===== config.mk =====
export PLATFORM = sky130hd
export DESIGN_NAME = key_conditioner
export DESIGN_NICKNAME = d
export VERILOG_FILES = /design/src/rtl/key_conditioner.sv
export SDC_FILE = /design/constraint.sdc
export NUM_CORES = 1
export LEC_CHECK = 0
export ABC_AREA = 1
export BUFFER_PORTS_ARGS = -buffer_cell sky130_fd_sc_hd__buf_2
export CAP_MARGIN = 10
export CELL_PAD_IN_SITES_DETAIL_PLACEMENT = 1
export CELL_PAD_IN_SITES_GLOBAL_PLACEMENT = 1
export CORE_UTILIZATION = 46
export CTS_BUF_LIST = sky130_fd_sc_hd__clkbuf_16
export DETAILED_ROUTE_END_ITERATION = 7
export PLACE_DENSITY = 0.84
export SETUP_SLACK_MARGIN = 0.4
export SLEW_MARGIN = 40
export SYNTH_ARGS = -nofsm -noshare
export SYNTH_HDL_FRONTEND = slang
export SYNTH_SLANG_ARGS = --single-unit

===== constraint.sdc =====
create_clock -name clk -period 2.4 [get_ports clk]
set_input_delay 0.24 -clock clk [delete_from_list [all_inputs] [get_ports clk]]
set_output_delay 0.24 -clock clk [all_outputs]
set_load 0.02 [all_outputs]

===== src/rtl/key_conditioner.sv =====
// Per-key synchronizer, debouncer, press/release edge pulses and
// auto-repeat strobe generator; all outputs registered.
module key_conditioner #(
    parameter int n_keys            = 4,
    parameter int debounce_depth    = 16,
    parameter int active_low_inputs = 1,
    parameter int repeat_delay      = 500000,
    parameter int repeat_period     = 100000
) (
    input  logic              clk,
    input  logic              reset,
    input  logic [n_keys-1:0] key_raw,
    input  logic              repeat_enable,
    output logic [n_keys-1:0] pressed,
    output logic [n_keys-1:0] press,
    // release is a reserved word, hence the suffix
    output logic [n_keys-1:0] release_pulse,
    output logic [n_keys-1:0] repeat_strobe,
    output logic              any_pressed
);

    localparam int DW   = $clog2(debounce_depth + 1);
    localparam int RMAX = (repeat_delay > repeat_period) ?
                          repeat_delay : repeat_period;
    localparam int RW   = $clog2(RMAX + 1);

    typedef enum logic [1:0] {
        R_IDLE,
        R_DELAY,
        R_PERIOD
    } rep_state_t;

    logic [n_keys-1:0] polar;
    logic [n_keys-1:0] sync1;
    logic [n_keys-1:0] sync2;
    logic [n_keys-1:0] tog;
    logic [n_keys-1:0] rise;
    logic [n_keys-1:0] fall;
    logic [n_keys-1:0] stb;
    logic [n_keys-1:0] pressed_nxt;

    logic [DW-1:0] db_cnt [n_keys];
    logic [DW-1:0] db_nxt [n_keys];
    logic [RW-1:0] rc     [n_keys];
    logic [RW-1:0] rc_nxt [n_keys];
    logic [RW-1:0] rc_inc [n_keys];
    rep_state_t    st     [n_keys];
    rep_state_t    st_nxt [n_keys];

    // Polarity is folded in ahead of the flops so that the cleared
    // synchronizer state reads as "not pressed".
    assign polar = (active_low_inputs != 0) ? ~key_raw : key_raw;

    always_comb begin
        tog = '0;
        for (int i = 0; i < n_keys; i++) begin
            db_nxt[i] = '0;
            if (sync2[i] != pressed[i]) begin
                if (db_cnt[i] == DW'(debounce_depth - 1))
                    tog[i] = 1'b1;
                else
                    db_nxt[i] = db_cnt[i] + DW'(1);
            end
        end
        rise        = tog & ~pressed;
        fall        = tog & pressed;
        pressed_nxt = pressed ^ tog;
    end

    always_comb begin
        stb = '0;
        for (int i = 0; i < n_keys; i++) begin
            st_nxt[i] = st[i];
            rc_nxt[i] = rc[i];
            rc_inc[i] = rc[i] + RW'(1);
            if (rise[i]) begin
                stb[i]    = 1'b1;
                rc_nxt[i] = '0;
                st_nxt[i] = repeat_enable ? R_DELAY : R_IDLE;
            end else if (fall[i] || !repeat_enable) begin
                st_nxt[i] = R_IDLE;
                rc_nxt[i] = '0;
            end else begin
                unique case (st[i])
                    R_IDLE: begin
                        rc_nxt[i] = '0;
                    end
                    R_DELAY: begin
                        if (rc_inc[i] == RW'(repeat_delay)) begin
                            stb[i]    = 1'b1;
                            rc_nxt[i] = '0;
                            st_nxt[i] = R_PERIOD;
                        end else begin
                            rc_nxt[i] = rc_inc[i];
                        end
                    end
                    R_PERIOD: begin
                        if (rc_inc[i] == RW'(repeat_period)) begin
                            stb[i]    = 1'b1;
                            rc_nxt[i] = '0;
                        end else begin
                            rc_nxt[i] = rc_inc[i];
                        end
                    end
                    default: begin
                        st_nxt[i] = R_IDLE;
                        rc_nxt[i] = '0;
                    end
                endcase
            end
        end
    end

    always_ff @(posedge clk or negedge reset) begin
        if (!reset) begin
            sync1         <= '0;
            sync2         <= '0;
            pressed       <= '0;
            press         <= '0;
            release_pulse <= '0;
            repeat_strobe <= '0;
            any_pressed   <= 1'b0;
            for (int i = 0; i < n_keys; i++) begin
                db_cnt[i] <= '0;
                rc[i]     <= '0;
                st[i]     <= R_IDLE;
            end
        end else begin
            sync1         <= polar;
            sync2         <= sync1;
            pressed       <= pressed_nxt;
            press         <= rise;
            release_pulse <= fall;
            repeat_strobe <= stb;
            any_pressed   <= |pressed_nxt;
            for (int i = 0; i < n_keys; i++) begin
                db_cnt[i] <= db_nxt[i];
                rc[i]     <= rc_nxt[i];
                st[i]     <= st_nxt[i];
            end
        end
    end

endmodule


After elaboration in Yosys (flattened, before gate mapping)
Index checks and enable logic that the tools add are counted.

operators by class
  multiplexer cells = 73
  equality and inequality tests = 32
  $add $sub $neg = 8
  bitwise logic cells = 5
  reductions and logical operators = 18

operators by type and width
  operator                                               count
  two-way mux 19 bit                                     16
  case mux 19 bit (2 select lines)                       4
  adder 19 x 1 -> 19 bit, second input constant          4
  == test 19 x 17 -> 1 bit, second input constant        4
  == test 19 bit, second input constant                  4
  two-way mux 5 bit                                      8
  two-way mux 1 bit                                      25
  two-way mux 2 bit                                      12
  adder 5 x 1 -> 5 bit, second input constant            4
  == test 5 x 4 -> 1 bit, second input constant          4
  inequality test 4 bit, second input constant           4
  case mux 2 bit (2 select lines)                        4
  inequality test 3 x 1 -> 1 bit, second input constant  4
  AND 4 bit                                              2
  == test 2 x 1 -> 1 bit, second input constant          4
  == test 2 bit, second input constant                   4
  zero test 2 bit                                        4
  inverter 4 bit                                         2
  case mux 1 bit (2 select lines)                        4
  AND reduction 2 bit                                    4
  OR reduction 2 bit                                     4
  logical OR 1 bit                                       4
  inequality test 1 bit                                  4
  OR reduction 4 bit                                     1
  other kinds (2)                                        2

storage, ports and cells
  input port bits = 7
  output and inout bits = 17
  logic and storage cells = 155
  bits in registers = 129

Depth between registers and ports, before layout
Gate-level depths: netlist (run 1).

  word-level depth = 7
  mapped depth = 16
  depth with buffers taken out = 15

Worst setup path after synthesis (run 1)
Ideal clock, no wire load.

  path kind = register -> register
  start = register rc[19] in the netlist's numbering
  end = register rc[21] in the netlist's numbering
  library setup time = 0.120 ns
  path buffers = 1
  clock period less this slack = 1.931 ns
  arrival = 1.812 ns
  path slack = 0.469 ns
  required time = 2.280 ns
  cell stages (with the launch flop) = 16
  cell sequence = dfrtp_1 ha_1 nand2_1 nor2_2 nand2_1 nor2_1 nand3_1 nand2_1 nand3_1 nor2_1 nand2_1 nand2_2 nand2_2 nand2_4 buf_6 nor2_1

RTL lines
  item                               line  text
  from (decl)                        44    logic [RW-1:0] rc [n_keys];
  from (signal, indexed assignment)  138   rc[i] <= rc_nxt[i];

Worst setup path in the final report (run 1)
  start = register rc[19] in the netlist's numbering
  end = register repeat_strobe[2]

on the way
  word-level cells in the longest chain between the ends = 6
  elaborated cells on any way between the ends = 8
  those cells by class = add/sub: 1; eq/ne: 2; mux: 5

ends and longest elaborated chain
  item                                                               line    text
  adder 19 x 1 -> 19 bit *                                           75      rc_inc[i] = rc[i] + RW'(1);
  == test 19 x 17 -> 1 bit / == test 19 bit (equally long branches)  98, 89
  two-way mux 1 bit (on tied branches)                               98, 89
  case mux 1 bit (2 select lines) *                                  84      unique case (st[i])
  two-way mux 1 bit *                                                80      end else if (fall[i] || !repeat_enable) begin
  two-way mux 1 bit *                                                76      if (rise[i]) begin
  net stb[2]                                                         39      logic [n_keys-1:0] stb;
  to (signal assigned)                                               134     repeat_strobe <= stb;
  to (decl)                                                          18      output logic [n_keys-1:0] repeat_strobe,

Mark *: on every way through the listed nets, which the timed path passes. The rest lies on a longest branch.
A chain may end at the register's enable or synchronous reset.

==> results.txt, run 1 <==
Pwr per Cell Area: 418 mW/mm^2
core area: 0.0167 mm^2
number of I/O port buffers: 23
vias: 9967
Final Critical Period: 2.49 ns
final clock period utilization by the worst path: 1.04
Max rail drop VDD: 0.507 mV
Clk Latency, worst-skew pair: 0.46 ns
Worst Path Arrival: 2.89 ns
endpoints failing setup: 42
P_leak: 4.82 nW
vias in the first global route: 9580
DP HPWL: 16600 um
Synth cell types: 26
Req. time, crit path: 2.80 ns
DRT iter0 DRCs: 1032
router iterations before antenna repair: 5
f_max: 402 MHz
Die ar.: 0.0178 mm^2
mean post-synth cell area: 6.69 um^2
Crit path top cell by count: nand2_1
result of the run: complete, but fails checks
antenna violations before repair: 0
largest net degree at the start of global routing: 57
RSZ-0062 raised after global routing: yes
Finished Core Util: 0.697
post-synthesis cell area: 0.00795 mm^2
gr ovfl total: 0
crit path max fanout: 4
max-cap violations: 0
Tot GR Track Use: 0.366
CTS Buf Count: 17
Final Hold Fails: 0
Max clock buf depth: 2
Worst Hold Class: input port to flop
Slew headroom: 0.609
floorplan row count: 47
gpl congestion: 0.825
n_diodes: 0
Nets: 1379
crit path cell chain: ha_4 > nand3_4 > nor2_4 > nand3_1 > nand2_1 > nand2_1 > inv_1 > nand3_4 > buf_4 > nor2_1 > nand3_1 > nand2_1 > nand2_1 > nand2_1
Syn-to-layout area delta: 46.6%
root buffer cell: clkbuf_16
post-synthesis sequential area ratio: 0.406
Via-to-Cell Ratio: 6.29
Setup crit end kind: flop
Top Ports: 24
slowest stage cell on the critical path: dfrtp_1
max-slew violations: 0
Yosys reg bits: 129
share of post-route cells with drive strength above 1: 0.393
first-pass GRT wire length: 50100 um
Die W: 133 um
CTS tree: yes
Synth Net Count: 1215
Post-Syn Instances: 1188
DRT antenna net count: 0
DRC: 0
final wirelength: 42500 um
clk sinks: 129
failing checks: negative setup slack
clock slew at reported path FFs: 0.06 ns
clk_skew: 0.0105 ns
Die Y: 133 um
setup TNS: -1.87 ns
Setup WS post-layout: -0.0872 ns
routed length per instance: 26.8 um
Crit Path Class: flop to flop
number of synthesis warnings: 0
H-tree depth: 4
worst-margin pin slew: 0.580 ns
CP max stage delay: 0.44 ns
Worst setup SP type: flop
Starting Density: 0.476
==> layout make-up <==
cell class | count | area [um^2]
multi-input cells | 903 | 5850
fillers | 1992 | 5050
flip-flops and latches | 129 | 3250
repair buffers | 138 | 1120
inverters | 163 | 618
clock buffers | 17 | 425
well taps | 220 | 275
clock inverters | 14 | 101
==> power by group <==
group | leakage (nW) | switching, W | internal, W
Sequential | 1.74 | 0.0000249 | 0.00220
Clock | 0.268 | 0.00112 | 0.00139
Combinational | 2.81 | 0.000105 | 0.0000371
Total | 4.82 | 0.00125 | 0.00363
==> sequential cells by signal (all words and copies together), names as in the netlist <==
name,count
rc,76
sync2,4
st,8
sync1,4
release_pulse,4
repeat_strobe,4
any_pressed,1
db_cnt,20
pressed,4
press,4
==> cells in the final DEF (no fill, tap or decap), types with 5 or more instances in the layout <==
master,instances
nand4_1,38
nand3_4,12
buf_12,5
nand2_4,18
inv_1,156
buf_2,22
nor2_4,78
clkbuf_16,17
dfrtp_2,18
nor3_1,7
nand2_2,105
o21ai_0,15
ha_1,16
inv_2,6
nor2_1,119
nand3_1,57
dfrtp_1,111
nor2_2,74
buf_6,18
nand2_8,21
nand3_2,20
o21bai_1,5
dlygate4sd3_1,5
nand2_1,273
buf_4,88
xor2_1,5
clkinv_2,7
==> logic make-up after synthesis <==
logic type | count (synthesis) | synth area share
adder cells (fa/ha/maj) | 20 | 0.0315
flip-flops | 129 | 0.406
AO/OA/AOI/OAI | 30 | 0.0208
buffers and inverters | 167 | 0.0827
AND/OR/NAND/NOR | 833 | 0.449
XOR/XNOR | 9 | 0.00992
==> worst max-delay path: cells and delay by family, from the launching register on <==
family,cells,cell delay (ns)
DFF,1,0.44
and+or+nand+nor,11,1.45
adders and majority gates,1,0.22
buffers and inverters,2,0.34
==> final timing paths <==
path | from | end | slack [ns] | cells past startpoint
max in group asynchronous | reset | rc[39]$_DFF_PN0_ | 1.30 | 3
worst min-delay path | repeat_enable | st[6]$_DFFE_PN0P_ | 0.13 | 3
min in group asynchronous | reset | rc[35]$_DFF_PN0_ | 0.33 | 2
worst max-delay path | rc[19]$_DFF_PN0_ | repeat_strobe[2]$_DFF_PN0_ | -0.09 | 14
worst min register to register | sync1[3]$_DFF_PN0_ | sync2[3]$_DFF_PN0_ | 0.35 | 0
worst max register to register | rc[19]$_DFF_PN0_ | repeat_strobe[2]$_DFF_PN0_ | -0.09 | 14
==> per-stage QoR <==
step	setup WS, ns	total power [W]	hold slack (ns)	instances	area [um^2]
after CTS	0.303	0.00476	0.124	1544	10300
after global routing	-0.286	0.00492	0.154	1584	11600
after global placement	0.0668	0.00236	0.248	1445	8440
final	-0.0872	0.00487	0.132	1584	11600
after detailed placement	-0.0386	0.00237	0.259	1445	8440
after floorplan	0.469	0.00229	-0.0556	1188	7950
==> cells in the mapped netlist <==
master | count | share of area
nand2_1 | 391 | 0.18
nor2_1 | 245 | 0.12
inv_1 | 163 | 0.077
dfrtp_1 | 129 | 0.41
nand3_1 | 86 | 0.054
nand4_1 | 38 | 0.030
o21ai_0 | 21 | 0.013
ha_1 | 20 | 0.031
nor2_2 | 19 | 0.015
nor3_1 | 15 | 0.0094
nand2_2 | 11 | 0.0087
nor2_4 | 7 | 0.0099
o21bai_1 | 6 | 0.0057
xor2_1 | 6 | 0.0066
and2_1 | 4 | 0.0031
buf_6 | 4 | 0.0057
nand2_4 | 4 | 0.0057
nand3b_1 | 4 | 0.0038
nand3_2 | 3 | 0.0038
nor4_1 | 3 | 0.0024
xnor2_1 | 3 | 0.0033
o21ai_1 | 2 | 0.0013
a21oi_1 | 1 | 0.00063
and3_1 | 1 | 0.00079
or2_2 | 1 | 0.00079
or4_1 | 1 | 0.00095
==> layer usage <==
metal | share of wire | GRT usage
met5 | 0 | 0
met4 | 0.079 | 0.175
met3 | 0.079 | 0.0696
met2 | 0.49 | 0.646
met1 | 0.35 | 0.426
==> repair_timing <==
item	4_1_cts	5_1_grt
pin swaps	88	128
setup endpoints to repair	85	86
gates resized for setup	193	291
setup buffers	52	40
hold endpoints to repair	57	0
hold buffers	5	0
gates cloned	11	0
No activity file was read; power rests on OpenSTA's default activity.
==> run 2, diff against run 1 <==
- CAP_MARGIN: 10 -> unset
- clock period: 2.4 -> 2.6 ns (I/O delays scaled with it)
==> run 2 against run 1 <==
- the run ends with negative hold slack left
- clock skew fell by 0.0017 ns
- first-iteration DRC count fell by 28%
- utilization fell by 7.8 points
- final cell count fell by 3.5%
- critical path type unchanged
==> results.txt, run 2 (synthesis gave the netlist of run 1 again) <==
gpl congestion: 0.848 (was 0.825)
endpoints failing setup: 0 (was 42)
number of I/O port buffers: 23 (unchanged)
core area: 0.0167 mm^2 (unchanged)
share of post-route cells with drive strength above 1: 0.231 (was 0.393)
max-slew violations: 0 (unchanged)
max-cap violations: 0 (unchanged)
result of the run: complete, but fails checks (unchanged)
clk_skew: 0.00887 ns (was 0.0105 ns)
vias in the first global route: 8439 (was 9580)
crit path cell chain: ha_4 > nand3_4 > xor2_2 > nand3_1 > nor2_2 > nand2_1 > nor2_1 > nand2_1 > nor2_4 > nand2_2 > nand2_1 > nor2_1 (was ha_4 > nand3_4 > nor2_4 > nand3_1 > nand2_1 > nand2_1 > inv_1 > nand3_4 > buf_4 > nor2_1 > nand3_1 > nand2_1 > nand2_1 > nand2_1)
Clk Latency, worst-skew pair: 0.44 ns (was 0.46 ns)
DRT antenna net count: 0 (unchanged)
vias: 8804 (was 9967)
DRT iter0 DRCs: 743 (was 1032)
antenna violations before repair: 0 (unchanged)
Top Ports: 24 (unchanged)
slowest stage cell on the critical path: dfrtp_2 (was dfrtp_1)
Biggest register: rc (unchanged)
floorplan row count: 47 (unchanged)
commonest non-fill, non-tap cell in the layout: nand2_1 (unchanged)
final wirelength: 32400 um (was 42500 um)
crit path max fanout: 4 (unchanged)
Buf/Inv on CP: 0 (was 2)
RSZ-0062 raised after global routing: yes (unchanged)
failing checks: negative hold slack (was negative setup slack)
n_diodes: 0 (unchanged)
clock slew at reported path FFs: 0.06 ns (about the same)
biggest regs: rc: 76 flops, db_cnt: 20 flops, st: 8 flops (unchanged)
placement-stage cell area: 0.00837 mm^2 (was 0.00844 mm^2)
Die ar.: 0.0178 mm^2 (unchanged)
H-tree depth: 4 (unchanged)
number of flip-flops in the largest register: 76 (unchanged)
router iterations before antenna repair: 5 (unchanged)
worst-margin pin slew: 0.692 ns (was 0.580 ns)
Worst setup SP type: flop (unchanged)
Syn-to-layout area delta: 30.2% (was 46.6%)
final clock period utilization by the worst path: 0.919 (was 1.04)
Worst Hold Class: input port to flop (unchanged)
Largest delay share family, worst path: simple AND/OR/NAND/NOR gates (unchanged)
Worst Path Arrival: 2.71 ns (was 2.89 ns)
root buffer cell: clkbuf_16 (unchanged)
hold slack: -0.00360 ns (was 0.132 ns)
DP HPWL: 16500 um (was 16600 um)
Crit path top cell by count: nand2_1 (unchanged)
Via-to-Cell Ratio: 5.76 (was 6.29)
Finished Core Util: 0.619 (was 0.697)
Max clock buf depth: 2 (unchanged)
clk sinks: 129 (unchanged)
setup TNS: 0 ns (was -1.87 ns)
Max rail drop VDD: 0.488 mV (was 0.507 mV)
Final Hold Fails: 1 (was 0)
f_max: 418 MHz (was 402 MHz)
largest net degree at the start of global routing: 68 (was 57)
gr ovfl total: 0 (unchanged)
Slew headroom: 0.539 (was 0.609)
CTS tree: yes (unchanged)
Req. time, crit path: 2.92 ns (was 2.80 ns)
Pwr per Cell Area: 452 mW/mm^2 (was 418 mW/mm^2)
CP max stage delay: 0.45 ns (was 0.44 ns)
Die W: 133 um (unchanged)
Crit Path Class: flop to flop (unchanged)
CTS Buf Count: 17 (unchanged)
Die Y: 133 um (unchanged)
Starting Density: 0.476 (unchanged)
Nets: 1323 (was 1379)
routed length per instance: 21.2 um (was 26.8 um)
Design Area, Final: 0.0103 mm^2 (was 0.0116 mm^2)
Final Critical Period: 2.39 ns (was 2.49 ns)
DRC: 0 (unchanged)
Setup crit end kind: flop (unchanged)
first-pass GRT wire length: 41000 um (was 50100 um)
P_leak: 4.51 nW (was 4.82 nW)
most frequent cells in the layout: nand2_1 (349), nor2_1 (196), inv_1 (160), dfrtp_1 (113), nand3_1 (71) (was nand2_1 (273), inv_1 (156), nor2_1 (119), dfrtp_1 (111), nand2_2 (105))
Tot GR Track Use: 0.293 (was 0.366)
-- run 2: cell types whose count changed in the layout (fill, tap and decap cells not counted), sizes merged --
cell,previous run,this run
inv,163,166
buf,133,77
bufinv,1,3
nand2,417,418
clkinv,11,5
dlygate4sd3,5,4
clkinvlp,2,4
-- run 2: per-stage QoR --
step	std cells	total power [W]	worst slack, ns	hold WS [ns]
final	1529	0.00468	0.210	-0.00360
after global routing	1529	0.00478	0.170	-0.0142
after CTS	1482	0.00463	0.402	0.00226
after detailed placement	1435	0.00218	0.211	0.305
after global placement	1435	0.00218	0.245	0.300
after floorplan	1188	0.00211	0.669	-0.0356
-- run 2: report_power, final --
group	internal, W	switching (W)
registers	0.00203	0.0000197
clock network	0.00150	0.00101
logic	0.0000300	0.0000876
-- run 2: cell type report --
cell class | count | area, um^2
clock buffer | 17 | 425
clock inverter | 15 | 168
fill | 2128 | 6360
inverter | 163 | 612
multi-input combinational | 904 | 5000
sequential | 129 | 3250
tap | 220 | 275
timing repair buffer | 81 | 621
-- run 2: worst paths after layout --
path | startpoint | to | slack, ns | depth (start not counted)
min in group asynchronous | reset | rc[32]$_DFF_PN0_ | 0.40 | 2
worst min register to register | sync1[3]$_DFF_PN0_ | sync2[3]$_DFF_PN0_ | 0.38 | 0
worst min-delay path | key_raw[2] | sync1[2]$_DFF_PN0_ | -0.004 | 2
max in group asynchronous | reset | rc[70]$_DFF_PN0_ | 1.36 | 3
worst max-delay path | rc[1]$_DFF_PN0_ | rc[15]$_DFF_PN0_ | 0.21 | 12
worst max register to register | rc[1]$_DFF_PN0_ | rc[15]$_DFF_PN0_ | 0.21 | 12
-- run 2: timing repair --
action | CTS | global route
resized for setup | 48 | 169
setup buffers | 6 | 40
gates cloned | 5 | 7
endpoints found under the hold margin | 68 | 0
pin swaps | 8 | 68
setup endpoints to repair | 75 | 84
hold buffers | 4 | 0
-- run 2: metal layers --
| metal | vias to the layer above | global-route usage | share of wire |
|---|---|---|---|
| li1 | 3914 | - | - |
| met1 | 4374 | 0.355 | 0.39 |
| met2 | 391 | 0.518 | 0.51 |
| met3 | 125 | 0.0430 | 0.050 |
| met4 | 0 | 0.124 | 0.042 |
| met5 | - | 0 | 0 |
==> run 3, diff against run 2 <==
- SETUP_SLACK_MARGIN: 0.4 -> unset
- clock period: 2.6 -> 2.3 ns (I/O delays scaled with it)
==> run 3 against run 2 <==
- the run ends with negative setup slack left
- hold slack better by 0.15 ns
- global-route usage shrank 1.5 points
- first-iteration DRC count is 35% lower
- critical endpoint is now rc[50]$_DFF_PN0_
- largest power group unchanged
==> results.txt, run 3 (synthesis gave the netlist of run 1 again) <==
result of the run: complete, but fails checks (unchanged)
failing checks: negative setup slack (was negative hold slack)
Setup crit end kind: flop (unchanged)
gr ovfl total: 0 (unchanged)
first-pass GRT wire length: 39200 um (was 41000 um)
Largest delay share family, worst path: simple AND/OR/NAND/NOR gates (unchanged)
Fill cells: 2191 (was 2128)
final wirelength: 26600 um (was 32400 um)
Final Critical Period: 2.33 ns (was 2.39 ns)
placed cell count: 1454 (was 1435)
max-cap violations: 0 (unchanged)
root buffer cell: clkbuf_16 (unchanged)
n_diodes: 0 (unchanged)
Biggest register: rc (unchanged)
CTS tree: yes (unchanged)
Worst Path Arrival: 2.63 ns (was 2.71 ns)
number of I/O port buffers: 23 (unchanged)
Finished Core Util: 0.588 (was 0.619)
register area: 0.00323 mm^2 (was 0.00325 mm^2)
clk sinks: 129 (unchanged)
Pwr per Cell Area: 495 mW/mm^2 (was 452 mW/mm^2)
routing usage on met2: 0.505 (was 0.518)
vias: 8221 (was 8804)
crit path cell chain: ha_4 > nand2_2 > nor2_4 > nand3_2 > nand2_1 > nand2_1 > nor2_2 > nand2_1 > nor2_2 > nand2_1 > nand2_2 > nand2_4 > nand2_2 > nor2_1 (was ha_4 > nand3_4 > xor2_2 > nand3_1 > nor2_2 > nand2_1 > nor2_1 > nand2_1 > nor2_4 > nand2_2 > nand2_1 > nor2_1)
DRC: 0 (unchanged)
worst-margin pin slew: 0.620 ns (was 0.692 ns)
vias in the first global route: 8244 (was 8439)
RSZ-0062 raised after global routing: yes (unchanged)
share of post-route cells with drive strength above 1: 0.173 (was 0.231)
Setup WS post-layout: -0.0291 ns (was 0.210 ns)
Max clock buf depth: 2 (unchanged)
router iterations before antenna repair: 5 (unchanged)
endpoints failing setup: 8 (was 0)
Die Y: 133 um (unchanged)
Syn-to-layout area delta: 23.5% (was 30.2%)
placement-stage cell area: 0.00852 mm^2 (was 0.00837 mm^2)
clock slew at reported path FFs: 0.06 ns (about the same)
GR Util met1: 0.336 (was 0.355)
clk_skew: 0.00728 ns (was 0.00887 ns)
number of flip-flops in the largest register: 76 (unchanged)
Clk Latency, worst-skew pair: 0.42 ns (was 0.44 ns)
DRT antenna net count: 0 (unchanged)
biggest regs: rc: 76 flops, db_cnt: 20 flops, st: 8 flops (unchanged)
slowest stage cell on the critical path: dfrtp_1 (was dfrtp_2)
Starting Density: 0.476 (unchanged)
gpl congestion: 0.831 (was 0.848)
Die W: 133 um (unchanged)
antenna violations before repair: 0 (unchanged)
layer with the highest usage: met2 (unchanged)
crit path max fanout: 7 (was 4)
Non-Filler Instances: 1515 (was 1529)
most frequent cells in the layout: nand2_1 (369), nor2_1 (213), inv_1 (165), dfrtp_1 (124), nand3_1 (73) (was nand2_1 (349), nor2_1 (196), inv_1 (160), dfrtp_1 (113), nand3_1 (71))
Die ar.: 0.0178 mm^2 (unchanged)
Design Area, Final: 0.00981 mm^2 (was 0.0103 mm^2)
Worst setup SP type: flop (unchanged)
routed length per instance: 17.6 um (was 21.2 um)
floorplan row count: 47 (unchanged)
Final Hold Fails: 0 (was 1)
f_max: 429 MHz (was 418 MHz)
DP HPWL: 17100 um (was 16500 um)
Tot GR Track Use: 0.278 (was 0.293)
P_leak: 4.43 nW (was 4.51 nW)
Top Ports: 24 (unchanged)
Buf/Inv on CP: 0 (unchanged)
largest net degree at the start of global routing: 62 (was 68)
DRT iter0 DRCs: 485 (was 743)
global routing met3 resource utilization: 0.0392 (was 0.0430)
Via-to-Cell Ratio: 5.43 (was 5.76)
core area: 0.0167 mm^2 (unchanged)
commonest non-fill, non-tap cell in the layout: nand2_1 (unchanged)
Crit path top cell by count: nand2_1 (unchanged)
CP max stage delay: 0.42 ns (was 0.45 ns)
Slew headroom: 0.587 (was 0.539)
Worst Hold Class: input port to flop (unchanged)
H-tree depth: 4 (unchanged)
CTS Buf Count: 17 (unchanged)
multi-input gate area in the final layout: 0.00467 mm^2 (was 0.00500 mm^2)
Crit Path Class: flop to flop (unchanged)
final clock period utilization by the worst path: 1.01 (was 0.919)
Req. time, crit path: 2.60 ns (was 2.92 ns)
Nets: 1312 (was 1323)
Max rail drop VDD: 0.534 mV (was 0.488 mV)
max-slew violations: 0 (unchanged)
run 3: cell types whose count changed in the layout (fill, tap and decap cells not counted), sizes merged:
cell / delta
buf: -11
inv: -1
clkinv: +3
bufinv: -2
nand2: -1
dlygate4sd3: +1
clkinvlp: -3
run 3: per-layer routing:
metal  vias to the layer above  part of all wire
met1                      4055              0.42
met2                       212              0.52
met3                        67             0.037
li1                       3887                 -
met5                         -                 0
met4                         0             0.024
run 3: worst register-to-register path, cell delays in order, from the launching register on:
cell and delay [ns]:
dfrtp_1 0.42, ha_4 0.19, nand2_2 0.09, nor2_4 0.23
nand3_2 0.14, nand2_1 0.09, nand2_1 0.11, nor2_2 0.15
nand2_1 0.09, nor2_2 0.13, nand2_1 0.10, nand2_2 0.14
nand2_4 0.14, nand2_2 0.14, nor2_1 0.06
run 3: timing repair:
action / CTS / global route
hold endpoints to repair: 63 / 0
hold buffers: 5 / 0
setup buffers: 0 / 16
setup endpoints to repair: 52 / 83
pin swaps: 0 / 38
resized for setup: 11 / 118
gates cloned: 0 / 11
run 3: per-stage QoR:
step | total power [W] | hold slack [ns] | TNS [ns] | worst slack (ns)
after CTS | 0.00487 | 0.131 | 0 | 0.000450
final | 0.00486 | 0.142 | -0.124 | -0.0291
after global placement | 0.00246 | 0.243 | 0 | 0.0187
after detailed placement | 0.00247 | 0.249 | -1.76 | -0.121
after global routing | 0.00499 | 0.136 | -5.51 | -0.129
after floorplan | 0.00239 | -0.0656 | 0 | 0.369
run 3: worst paths after layout:
kind | start | to | slack, ns | depth (start not counted)
worst max-delay path | rc[38]$_DFF_PN0_ | rc[50]$_DFF_PN0_ | -0.03 | 14
worst min-delay path | repeat_enable | st[0]$_DFFE_PN0P_ | 0.14 | 3
worst max register to register | rc[38]$_DFF_PN0_ | rc[50]$_DFF_PN0_ | -0.03 | 14
worst min register to register | sync1[0]$_DFF_PN0_ | sync2[0]$_DFF_PN0_ | 0.35 | 0
max in group asynchronous | reset | rc[2]$_DFF_PN0_ | 1.27 | 3
min in group asynchronous | reset | rc[33]$_DFF_PN0_ | 0.35 | 2
run 3: area by class of cell:
cell class | instances | share of cell area
Clock buffer | 17 | 0.0434
Timing Repair Buffer | 71 | 0.0529
Clock inverter | 12 | 0.00816
Inverter | 163 | 0.0624
Multi-Input combinational cell | 903 | 0.476
Tap cell | 220 | 0.0281
Sequential cell | 129 | 0.330
run 3: power by group:
part	internal (W)	switching, W	total, W	leakage [nW]
Clock	0.00143	0.000987	0.00242	0.256
Sequential	0.00229	0.0000183	0.00231	1.77
Combinational	0.0000364	0.0000903	0.000127	2.41
